### src/rtl/rgmii_tx_pkg.sv
// Shared encodings for the tri-speed RGMII transmit framer/rate adapter.
package rgmii_tx_pkg;

    localparam logic [1:0] SPD_10   = 2'b00;
    localparam logic [1:0] SPD_100  = 2'b01;
    localparam logic [1:0] SPD_1000 = 2'b10;

    localparam logic [7:0] PREAMBLE_BYTE = 8'h55;
    localparam logic [7:0] SFD_BYTE      = 8'hD5;
    localparam int         PREAMBLE_LEN  = 7;

    typedef enum logic [1:0] {
        IDLE,
        PREAMBLE,
        DATA,
        IFG
    } tx_state_t;

    // 2'b11 is an alias for 10 Mb/s; fold it so a 00<->11 swap is not a change.
    function automatic logic [1:0] spd_norm(input logic [1:0] s);
        return (s == SPD_1000 || s == SPD_100) ? s : SPD_10;
    endfunction

endpackage

### src/rtl/rgmii_tx_clk_gen.sv
// Nibble/slot timing and registered TXC half-cycle values for 10/100/1000.
module rgmii_tx_clk_gen
    import rgmii_tx_pkg::*;
#(
    parameter int DIV_100 = 5,
    parameter int DIV_10  = 50
) (
    input  logic       clk,
    input  logic       rst,
    input  logic [1:0] speed_q,
    input  logic [1:0] speed_nx,
    input  logic       clr,
    output logic       ddr_clk1,
    output logic       ddr_clk2,
    output logic       hi,
    output logic       nib_end,
    output logic       slot_end,
    output logic       slot_end_nx
);

    localparam int DMAX = (DIV_10 > DIV_100) ? DIV_10 : DIV_100;
    localparam int CW   = (DMAX > 1) ? $clog2(DMAX) : 1;
    localparam int CW1  = CW + 1;
    localparam logic [CW:0] N100 = CW1'(DIV_100);
    localparam logic [CW:0] N10  = CW1'(DIV_10);

    logic [CW-1:0] cyc;
    logic [CW-1:0] cyc_d;
    logic          hi_d;
    logic [CW:0]   lim;
    logic [CW:0]   lim_nx;
    logic [CW:0]   two_c;
    logic          clk1_d;
    logic          clk2_d;

    function automatic logic [CW:0] nib_len(input logic [1:0] s);
        return (s == SPD_100) ? N100 : N10;
    endfunction

    always_comb begin
        lim     = nib_len(speed_q);
        lim_nx  = nib_len(speed_nx);
        nib_end  = (speed_q == SPD_1000) || ({1'b0, cyc} == lim - 1'b1);
        slot_end = (speed_q == SPD_1000) || (nib_end && hi);

        cyc_d = cyc + 1'b1;
        hi_d  = hi;
        if (clr || speed_q == SPD_1000) begin
            cyc_d = '0;
            hi_d  = 1'b0;
        end else if (nib_end) begin
            cyc_d = '0;
            hi_d  = ~hi;
        end

        // TXC and slot-end are produced for the position the counter moves to,
        // so the registered copies line up with the cycle they describe.
        slot_end_nx = (speed_nx == SPD_1000) ||
                      (({1'b0, cyc_d} == lim_nx - 1'b1) && hi_d);
        two_c  = {cyc_d, 1'b0};
        clk1_d = (speed_nx == SPD_1000) || (two_c < lim_nx);
        clk2_d = (speed_nx != SPD_1000) && ((two_c + 1'b1) < lim_nx);
    end

    always_ff @(posedge clk) begin
        if (rst) begin
            cyc      <= '0;
            hi       <= 1'b0;
            ddr_clk1 <= 1'b0;
            ddr_clk2 <= 1'b0;
        end else begin
            cyc      <= cyc_d;
            hi       <= hi_d;
            ddr_clk1 <= clk1_d;
            ddr_clk2 <= clk2_d;
        end
    end

endmodule

### src/rtl/rgmii_tx_rate_adapter.sv
// RGMII transmit framer: preamble/SFD insertion, IFG, underrun handling and
// per-speed DDR bit-pair generation feeding the ODDR pad cells.
module rgmii_tx_rate_adapter
    import rgmii_tx_pkg::*;
#(
    parameter int DIV_100   = 5,
    parameter int DIV_10    = 50,
    parameter int IFG_BYTES = 12
) (
    input  logic       clk,
    input  logic       rst,
    input  logic [1:0] speed,
    input  logic [7:0] s_data,
    input  logic       s_valid,
    input  logic       s_last,
    input  logic       s_err,
    output logic       s_ready,
    output logic [3:0] ddr_d1,
    output logic [3:0] ddr_d2,
    output logic       ddr_ctl1,
    output logic       ddr_ctl2,
    output logic       ddr_clk1,
    output logic       ddr_clk2,
    output logic       busy,
    output logic       underrun
);

    localparam int IW = $clog2(IFG_BYTES + 1);

    tx_state_t     state, state_d;
    logic [1:0]    speed_q, speed_d, spd_in;
    logic [2:0]    pre_cnt, pre_d;
    logic [IW-1:0] ifg_cnt, ifg_d;
    logic [7:0]    data_q, data_d;
    logic          err_q, err_d;
    logic          ended_q, ended_d;
    logic          ur_q, ur_d;

    logic          clr, acc, starve;
    logic          hi, nib_end, slot_end, slot_end_nx;
    logic          nib_sel;
    logic [7:0]    tx_byte;
    logic          tx_en, tx_er;
    logic [3:0]    txd1_d, txd2_d;
    logic          ready_d;

    rgmii_tx_clk_gen #(
        .DIV_100 (DIV_100),
        .DIV_10  (DIV_10)
    ) u_clk_gen (
        .clk         (clk),
        .rst         (rst),
        .speed_q     (speed_q),
        .speed_nx    (speed_d),
        .clr         (clr),
        .ddr_clk1    (ddr_clk1),
        .ddr_clk2    (ddr_clk2),
        .hi          (hi),
        .nib_end     (nib_end),
        .slot_end    (slot_end),
        .slot_end_nx (slot_end_nx)
    );

    always_comb begin
        spd_in  = spd_norm(speed);
        clr     = (state == IDLE) && (spd_in != speed_q);
        speed_d = clr ? spd_in : speed_q;
        acc     = s_ready && s_valid;
        starve  = s_ready && !s_valid;

        state_d = state;
        pre_d   = pre_cnt;
        ifg_d   = ifg_cnt;
        data_d  = acc ? s_data : data_q;
        err_d   = acc ? s_err : err_q;
        ended_d = acc ? s_last : ended_q;
        ur_d    = ur_q;

        case (state)
            IDLE: begin
                if (!clr && s_valid && slot_end) begin
                    state_d = PREAMBLE;
                    pre_d   = '0;
                    ended_d = 1'b0;
                    ur_d    = 1'b0;
                end
            end
            PREAMBLE: begin
                if (slot_end) begin
                    if (pre_cnt == 3'(PREAMBLE_LEN)) begin
                        state_d = DATA;
                        ur_d    = starve;
                    end else begin
                        pre_d = pre_cnt + 3'd1;
                    end
                end
            end
            DATA: begin
                if (slot_end) begin
                    if (ur_q || ended_q) begin
                        state_d = IFG;
                        ifg_d   = '0;
                    end else begin
                        ur_d = starve;
                    end
                end
            end
            IFG: begin
                if (slot_end) begin
                    if (ifg_cnt == IW'(IFG_BYTES - 1)) begin
                        state_d = IDLE;
                    end else begin
                        ifg_d = ifg_cnt + 1'b1;
                    end
                end
            end
            default: state_d = IDLE;
        endcase

        tx_byte = 8'h00;
        tx_en   = 1'b0;
        tx_er   = 1'b0;
        case (state_d)
            PREAMBLE: begin
                tx_en   = 1'b1;
                tx_byte = (pre_d == 3'(PREAMBLE_LEN)) ? SFD_BYTE : PREAMBLE_BYTE;
            end
            DATA: begin
                tx_en = 1'b1;
                if (ur_d) begin
                    tx_er = 1'b1;
                end else begin
                    tx_byte = data_d;
                    tx_er   = err_d;
                end
            end
            default: ;
        endcase

        // Nibble select for the next cycle mirrors the generator's hi update.
        nib_sel = clr ? 1'b0 : (nib_end ? ~hi : hi);
        if (speed_d == SPD_1000) begin
            txd1_d = tx_byte[3:0];
            txd2_d = tx_byte[7:4];
        end else begin
            txd1_d = nib_sel ? tx_byte[7:4] : tx_byte[3:0];
            txd2_d = txd1_d;
        end

        ready_d = slot_end_nx &&
                  ((state_d == PREAMBLE && pre_d == 3'(PREAMBLE_LEN)) ||
                   (state_d == DATA && !ur_d && !ended_d));
    end

    always_ff @(posedge clk) begin
        if (rst) begin
            state    <= IDLE;
            speed_q  <= spd_in;
            pre_cnt  <= '0;
            ifg_cnt  <= '0;
            data_q   <= '0;
            err_q    <= 1'b0;
            ended_q  <= 1'b0;
            ur_q     <= 1'b0;
            s_ready  <= 1'b0;
            ddr_d1   <= '0;
            ddr_d2   <= '0;
            ddr_ctl1 <= 1'b0;
            ddr_ctl2 <= 1'b0;
            busy     <= 1'b0;
            underrun <= 1'b0;
        end else begin
            state    <= state_d;
            speed_q  <= speed_d;
            pre_cnt  <= pre_d;
            ifg_cnt  <= ifg_d;
            data_q   <= data_d;
            err_q    <= err_d;
            ended_q  <= ended_d;
            ur_q     <= ur_d;
            s_ready  <= ready_d;
            ddr_d1   <= txd1_d;
            ddr_d2   <= txd2_d;
            ddr_ctl1 <= tx_en;
            ddr_ctl2 <= tx_en ^ tx_er;
            busy     <= (state_d != IDLE);
            underrun <= starve;
        end
    end

endmodule

### config.mk
export PLATFORM = sky130hd
export DESIGN_NAME = rgmii_tx_rate_adapter
export DESIGN_NICKNAME = d
export VERILOG_FILES = /design/src/rtl/rgmii_tx_pkg.sv /design/src/rtl/rgmii_tx_clk_gen.sv /design/src/rtl/rgmii_tx_rate_adapter.sv
export SDC_FILE = /design/constraint.sdc
export NUM_CORES = 1
export LEC_CHECK = 0
export ABC_CLOCK_PERIOD_IN_PS = 3040
export BUFFER_PORTS_ARGS = -buffer_cell sky130_fd_sc_hd__buf_2
export CORE_UTILIZATION = 35
export CTS_CLUSTER_DIAMETER = 80
export CTS_CLUSTER_SIZE = 16
export DETAILED_ROUTE_END_ITERATION = 10
export GPL_ROUTABILITY_DRIVEN = 0
export SYNTH_ARGS = -nofsm -noshare
export SYNTH_HDL_FRONTEND = slang
export SYNTH_SLANG_ARGS = --single-unit
export TNS_END_PERCENT = 30
### constraint.sdc
create_clock -name clk -period 3.04 [get_ports clk]
set_input_delay 0.304 -clock clk [delete_from_list [all_inputs] [get_ports clk]]
set_output_delay 0.304 -clock clk [all_outputs]
set_load 0.02 [all_outputs]
Word-level counts from Yosys, hierarchy flattened
Cells that the tools add are included.

word-level totals
  register bits after elaboration = 44
  bits in latches = 0
  memory bits (writable) = 0
  bits in read-only memories = 0
  input port bits = 15
  output and inout port bits = 15
  memories = 0

cells by class
  add/subtract/negate cells = 6
  $mul = 0
  divide/modulo/power cells = 0
  magnitude comparators = 2
  eq/ne operators = 22
  shift operators = 0
  mux-type cells = 47
  bitwise operators = 2
  reductions and logical operators = 29

operator list
  cell                 count
  $mux 4               7
  $mux 6               4
  $mux 8               3
  $mux 2               10
  $pmux 8 s2           1
  $mux 1               15
  $eq 6x7->1           2
  $lt 7x7->1           2
  $sub 7x1->7 const B  2
  $eq 2x2->1 const B   6
  $logic_and 1x1->1    12
  $eq 2x1->1 const B   5
  $ne 2x2->1 const B   5
  $mux 3               3
  $logic_or 1x1->1     8
  $pmux 2 s4           1
  $pmux 4 s2           1
  $add 7x1->7 const B  1
  $add 6x1->6 const B  1
  $eq 3x3->1 const B   2
  $pmux 3 s2           1
  $reduce_and 5->1     1
  $add 4x1->4 const B  1
  $eq 4x4->1 const B   1
  other kinds (9)      13

Depth between registers and ports, before layout
  depth after elaboration = 15
  mapped depth = 11
  gate-level depth less buffers = 11

By module
A second synthesis with hierarchy kept.

second synthesis, totals
  cells, all modules = 282
  area, all modules = 2469.9 um^2

by module, submodules not included
  module                 instances  cells each  area each (um^2)  seq. area each (um^2)
  rgmii_tx_rate_adapter  1          202         1770.4            700.7
  rgmii_tx_clk_gen       1          80          699.4             180.2

Least setup slack after synthesis
Ideal clock, no wire load.

  path type = flip-flop to flip-flop
  start point = register u_clk_gen.cyc[2]
  end point = register ddr_d1[1]
  setup time = 103 ps
  arrival = 2584 ps
  slack = 353 ps
  stages on the path, launching flop included = 11
  buffers on the path = 0
  cell sequence = dfxtp_1 nand4b_1 o22ai_1 a22o_1 ha_1 o21ai_0 nor2_1 o32ai_1 ha_1 nand3_2 a2111oi_2

on the way
  cells in the longest elaborated chain, start to end = 11

RTL lines
  what                                      line                          text
  start, declared                           rgmii_tx_clk_gen.sv:27        logic [CW-1:0] cyc;
  start signal, assigned                    rgmii_tx_clk_gen.sv:72        cyc <= cyc_d;
  $eq 6x7->1 *                              rgmii_tx_clk_gen.sv:43        nib_end = (speed_q == SPD_1000) || ({1'b0, cyc} == lim - 1'b1);
  $logic_or 1x1->1 *                        rgmii_tx_clk_gen.sv:43
  $logic_and 1x1->1                         rgmii_tx_clk_gen.sv:44        slot_end = (speed_q == SPD_1000) || (nib_end && hi);
  $logic_or 1x1->1                          rgmii_tx_clk_gen.sv:44
  $logic_and 1x1->1                         rgmii_tx_rate_adapter.sv:81   if (!clr && s_valid && slot_end) begin
  $mux 2 or $mux 1 (tied branches)          rgmii_tx_rate_adapter.sv:81
  $pmux 2 s4 or $pmux 1 s3 (tied branches)  rgmii_tx_rate_adapter.sv:79   case (state)
  $eq 2x2->1 (tied with other cells)        rgmii_tx_rate_adapter.sv:123  case (state_d)
  $pmux 8 s2                                rgmii_tx_rate_adapter.sv:123
  $mux 4                                    rgmii_tx_rate_adapter.sv:146  txd1_d = nib_sel ? tx_byte[7:4] : tx_byte[3:0];
  $mux 4 *                                  rgmii_tx_rate_adapter.sv:142  if (speed_d == SPD_1000) begin
  end signal, assigned                      rgmii_tx_rate_adapter.sv:182  ddr_d1 <= txd1_d;
  end, declared                             rgmii_tx_rate_adapter.sv:18   output logic [3:0] ddr_d1,

Every way passes the cells marked *; elsewhere a longest branch is shown, timed or not.
A chain may end at the register's enable or synchronous reset.

Worst setup path after layout
  start point = register u_clk_gen.cyc[2]
  end point = register ddr_d2[3]

on the way
  cells in the longest elaborated chain, start to end = 12

RTL lines
  what                  line                          text
  $eq 6x7->1 *          rgmii_tx_clk_gen.sv:43
  $logic_or 1x1->1 *    rgmii_tx_clk_gen.sv:43
  $logic_and 1x1->1     rgmii_tx_clk_gen.sv:44
  $logic_or 1x1->1      rgmii_tx_clk_gen.sv:44
  $logic_and 1x1->1     rgmii_tx_rate_adapter.sv:81
  $mux 3                rgmii_tx_rate_adapter.sv:81
  $pmux 3 s2            rgmii_tx_rate_adapter.sv:79
  $eq 3x3->1            rgmii_tx_rate_adapter.sv:126  tx_byte = (pre_d == 3'(PREAMBLE_LEN)) ? SFD_BYTE : PREAMBLE_BYTE;
  $mux 8                rgmii_tx_rate_adapter.sv:126
  $pmux 8 s2            rgmii_tx_rate_adapter.sv:123
  $mux 4                rgmii_tx_rate_adapter.sv:146
  $mux 4 *              rgmii_tx_rate_adapter.sv:142
  end signal, assigned  rgmii_tx_rate_adapter.sv:183  ddr_d2 <= txd2_d;
  end, declared         rgmii_tx_rate_adapter.sv:19   output logic [3:0] ddr_d2,

Marked as above.

==> results.cfg <==
[final_layout]
nets = 323
multi_input_area_sq_mm = 0.00138
areaGrowthSynthToFinish_pct = 16.0
register_area_sq_um = 881
layout_common_cells = dfxtp_1 (44), nor2_1 (34), nand2_1 (30)
num_antenna_cells = 0
drive_gt1_share_pct = 20.9
num-fill-cells = 639
fin_cells = 374
fin_area_sq_mm = 0.00268
final_common_cell = dfxtp_1

[yosys]
yosysTopAreaCell = dfxtp_1
synth_warnings = 0
synth_seq_cells = 44
syn_avg_cell_area_sq_um = 8.75
synth_area_leaders = dfxtp_1 (38%), ha_1 (6.5%), nor2_1 (5.5%), mux2i_1 (5.2%), nand2_1 (4.9%)
yosysSeqAreaShare_pct = 38.1
async_reset_ff_share_pct = 0
syn_inst = 264
synth-adder-area-share_pct = 6.50
synthXorXnorAreaFrac_pct = 2.98
synth_top_area_share_pct = 38.1
synth-simple-area-share_pct = 23.9
synth_mux_area_share_pct = 6.33
synth_cell_types = 63
synth_compound_area_share_pct = 18.4
synth_top_family_by_area = simple AND/OR/NAND/NOR gates
synthFlopType = dfxtp_1
synth_edf_count = 0
synth_nets = 291
syn-cell-area_sq_mm = 0.00231

[timing]
finalWorstSetupSlack_ps = 171
maxSlewViolCount = 0
slew_headroom_pct = 56.2
finClkSkew_ps = 8.92
hold_viol = 0
setup-violations-final = 0
holdWs_ps = 286
period_minus_slack_ps = 2870
worst_pin_slew_ps = 658
timing.fmax_mhz = 349
fin_crit_sh_pct = 94.4

[clock_network]
post-cts-setup-buffers = 0
cts.sinks = 44
cts_root_buf = clkbuf_8
cts_max_level = 2
cts_tree = built
worstSkewPairLatency_ps = 300
postCtsHoldBufs = 0
path_clk_slew_ps = 90
cts_buffers = 5
clk_path_buf_depth = 2

[setup_path]
path_class = register to register
worstPathArrival_ps = 3100
end_kind = register
critPathLaunchType = register
worstPathRequired_ps = 3270
crit_path_max_fanout = 6

[die]
coreArea_sq_mm = 0.00635
start_util_pct = 36.4
die_x_um = 83.3
dieHeight_um = 83.3
die_area_sq_mm = 0.00693
core.rowCount = 29
io_pins = 30

[global_routing]
grt_max_degree = 32
grt_pass1_vias = 1832
grt_usage_pct = 15.1
grt_pass1_wl_mm = 8.48
antenna_found_initial = 0
grt_overflow = 0

[drt]
wl_mm = 4.93
viasPerCell = 5.12
dr.pass1.iters = 4
routedWlPerCell_um = 13.2
drc = 0
drt_iter0_drc = 90
final_antenna_net_count = 0
via_count = 1916

[pwr]
switchingPower_mw = 0.303
power.density_mw_per_mm2 = 441
clkPwrFrac_pct = 39.2
combPwrFrac_pct = 10.8
total_power_mw = 1.18
power.internal_mw = 0.880
p_seq_share_pct = 50.1
p_leak_nw = 1.08
ir_drop_mv = 0.245
netSwitchingFraction_pct = 25.6

[status]
status = completed

[flow_run]
cap_viol_max_count = 0

[placed_design]
dp_slack_ps = 168
port_buffers = 29
dpl-instance-area_sq_mm = 0.00253
placed_cells = 366
dp_hpwl_mm = 3.74

[min_path]
hold_path.class = primary input to register
-- worst max-delay path, cell delays in order (launching register included) --
cell and delay, ps:
dfxtp_1 420, or4b_1 480, o22ai_1 160, a22o_1 170, ha_1 220, a22oi_1 100, nor3b_2 220, o32ai_2 150
ha_1 360, nor2b_1 210, nand3_1 130, o22ai_1 190
-- metal layers --
layer	global-route usage, %	routed length, um	up-vias
li1	-	-	994
met1	20.2	2420	886
met2	24.4	2260	30
met3	2.98	187	6
met4	5.02	61	0
met5	0	0	-
-- path summary, 6_finish.rpt --
check        cells past startpoint          to  slack [ps]              from
max reg2reg                     11   ddr_d2[3]         170  u_clk_gen.cyc[2]
max                             11   ddr_d2[3]         170  u_clk_gen.cyc[2]
min reg2reg                      2  ifg_cnt[1]         500        ifg_cnt[1]
min                              3   data_q[7]         290         s_data[7]
-- per-stage QoR --
| step | utilization (%) | setup TNS [ps] |
|---|---|---|
| floorplan | - | 0 |
| global placement | 39.9 | 0 |
| detailed placement | 39.9 | 0 |
| CTS | 41.7 | 0 |
| global route | 42.2 | -46.1 |
| finish | 42.2 | 0 |
-- cell usage after synthesis, types with 3 or more instances --
master and number:
dfxtp_1 44, nor2_1 34, nand2_1 30, o21ai_0 16, a21oi_1 15, ha_1 12
mux2i_1 12, inv_1 11, nand2b_1 8, nand3_1 5, nand4_1 4, xor2_1 4
nor2b_1 3, nor3_1 3, o22ai_1 3
-- cells by family after synthesis --
| group | count (synthesis) |
|---|---|
| AOI/OAI and AO/OA | 61 |
| xor gates and xnor gates | 7 |
| adders and majority gates | 12 |
| buffers and inverters | 19 |
| DFF | 44 |
| muxes | 14 |
| and+or+nand+nor | 107 |
-- cell type report --
class                           count  area share (%)
Clock buffer                        5            2.57
Inverter                           12            1.68
Tap cell                           77            3.59
Multi-Input combinational cell    201            51.3
Clock inverter                      3            1.73
Timing Repair Buffer               32            6.25
Sequential cell                    44            32.9
-- power groups by stage --
stage          clock (mW)  combinational [mW]  sequential, mW
2_1_floorplan           0              0.0884           0.607
3_3_place_gp            0               0.125           0.605
3_5_place_dp            0               0.126           0.606
4_1_cts             0.473               0.126           0.592
5_1_grt             0.497               0.145           0.594
6_report            0.463               0.128           0.592
-- what timing repair did --
item	in CTS	in global routing
resized for setup	0	6
setup endpoints to repair	0	8
hold endpoints to repair	0	0
-- state kept, by name, indices dropped and copies added, names as in the netlist, 2 cells and up --
register	count
ddr_d1	4
ddr_d2	4
speed_q	2
pre_cnt	3
ifg_cnt	4
u_clk_gen.cyc	6
data_q	8
state	2
No activity file was read; power rests on OpenSTA's default activity.
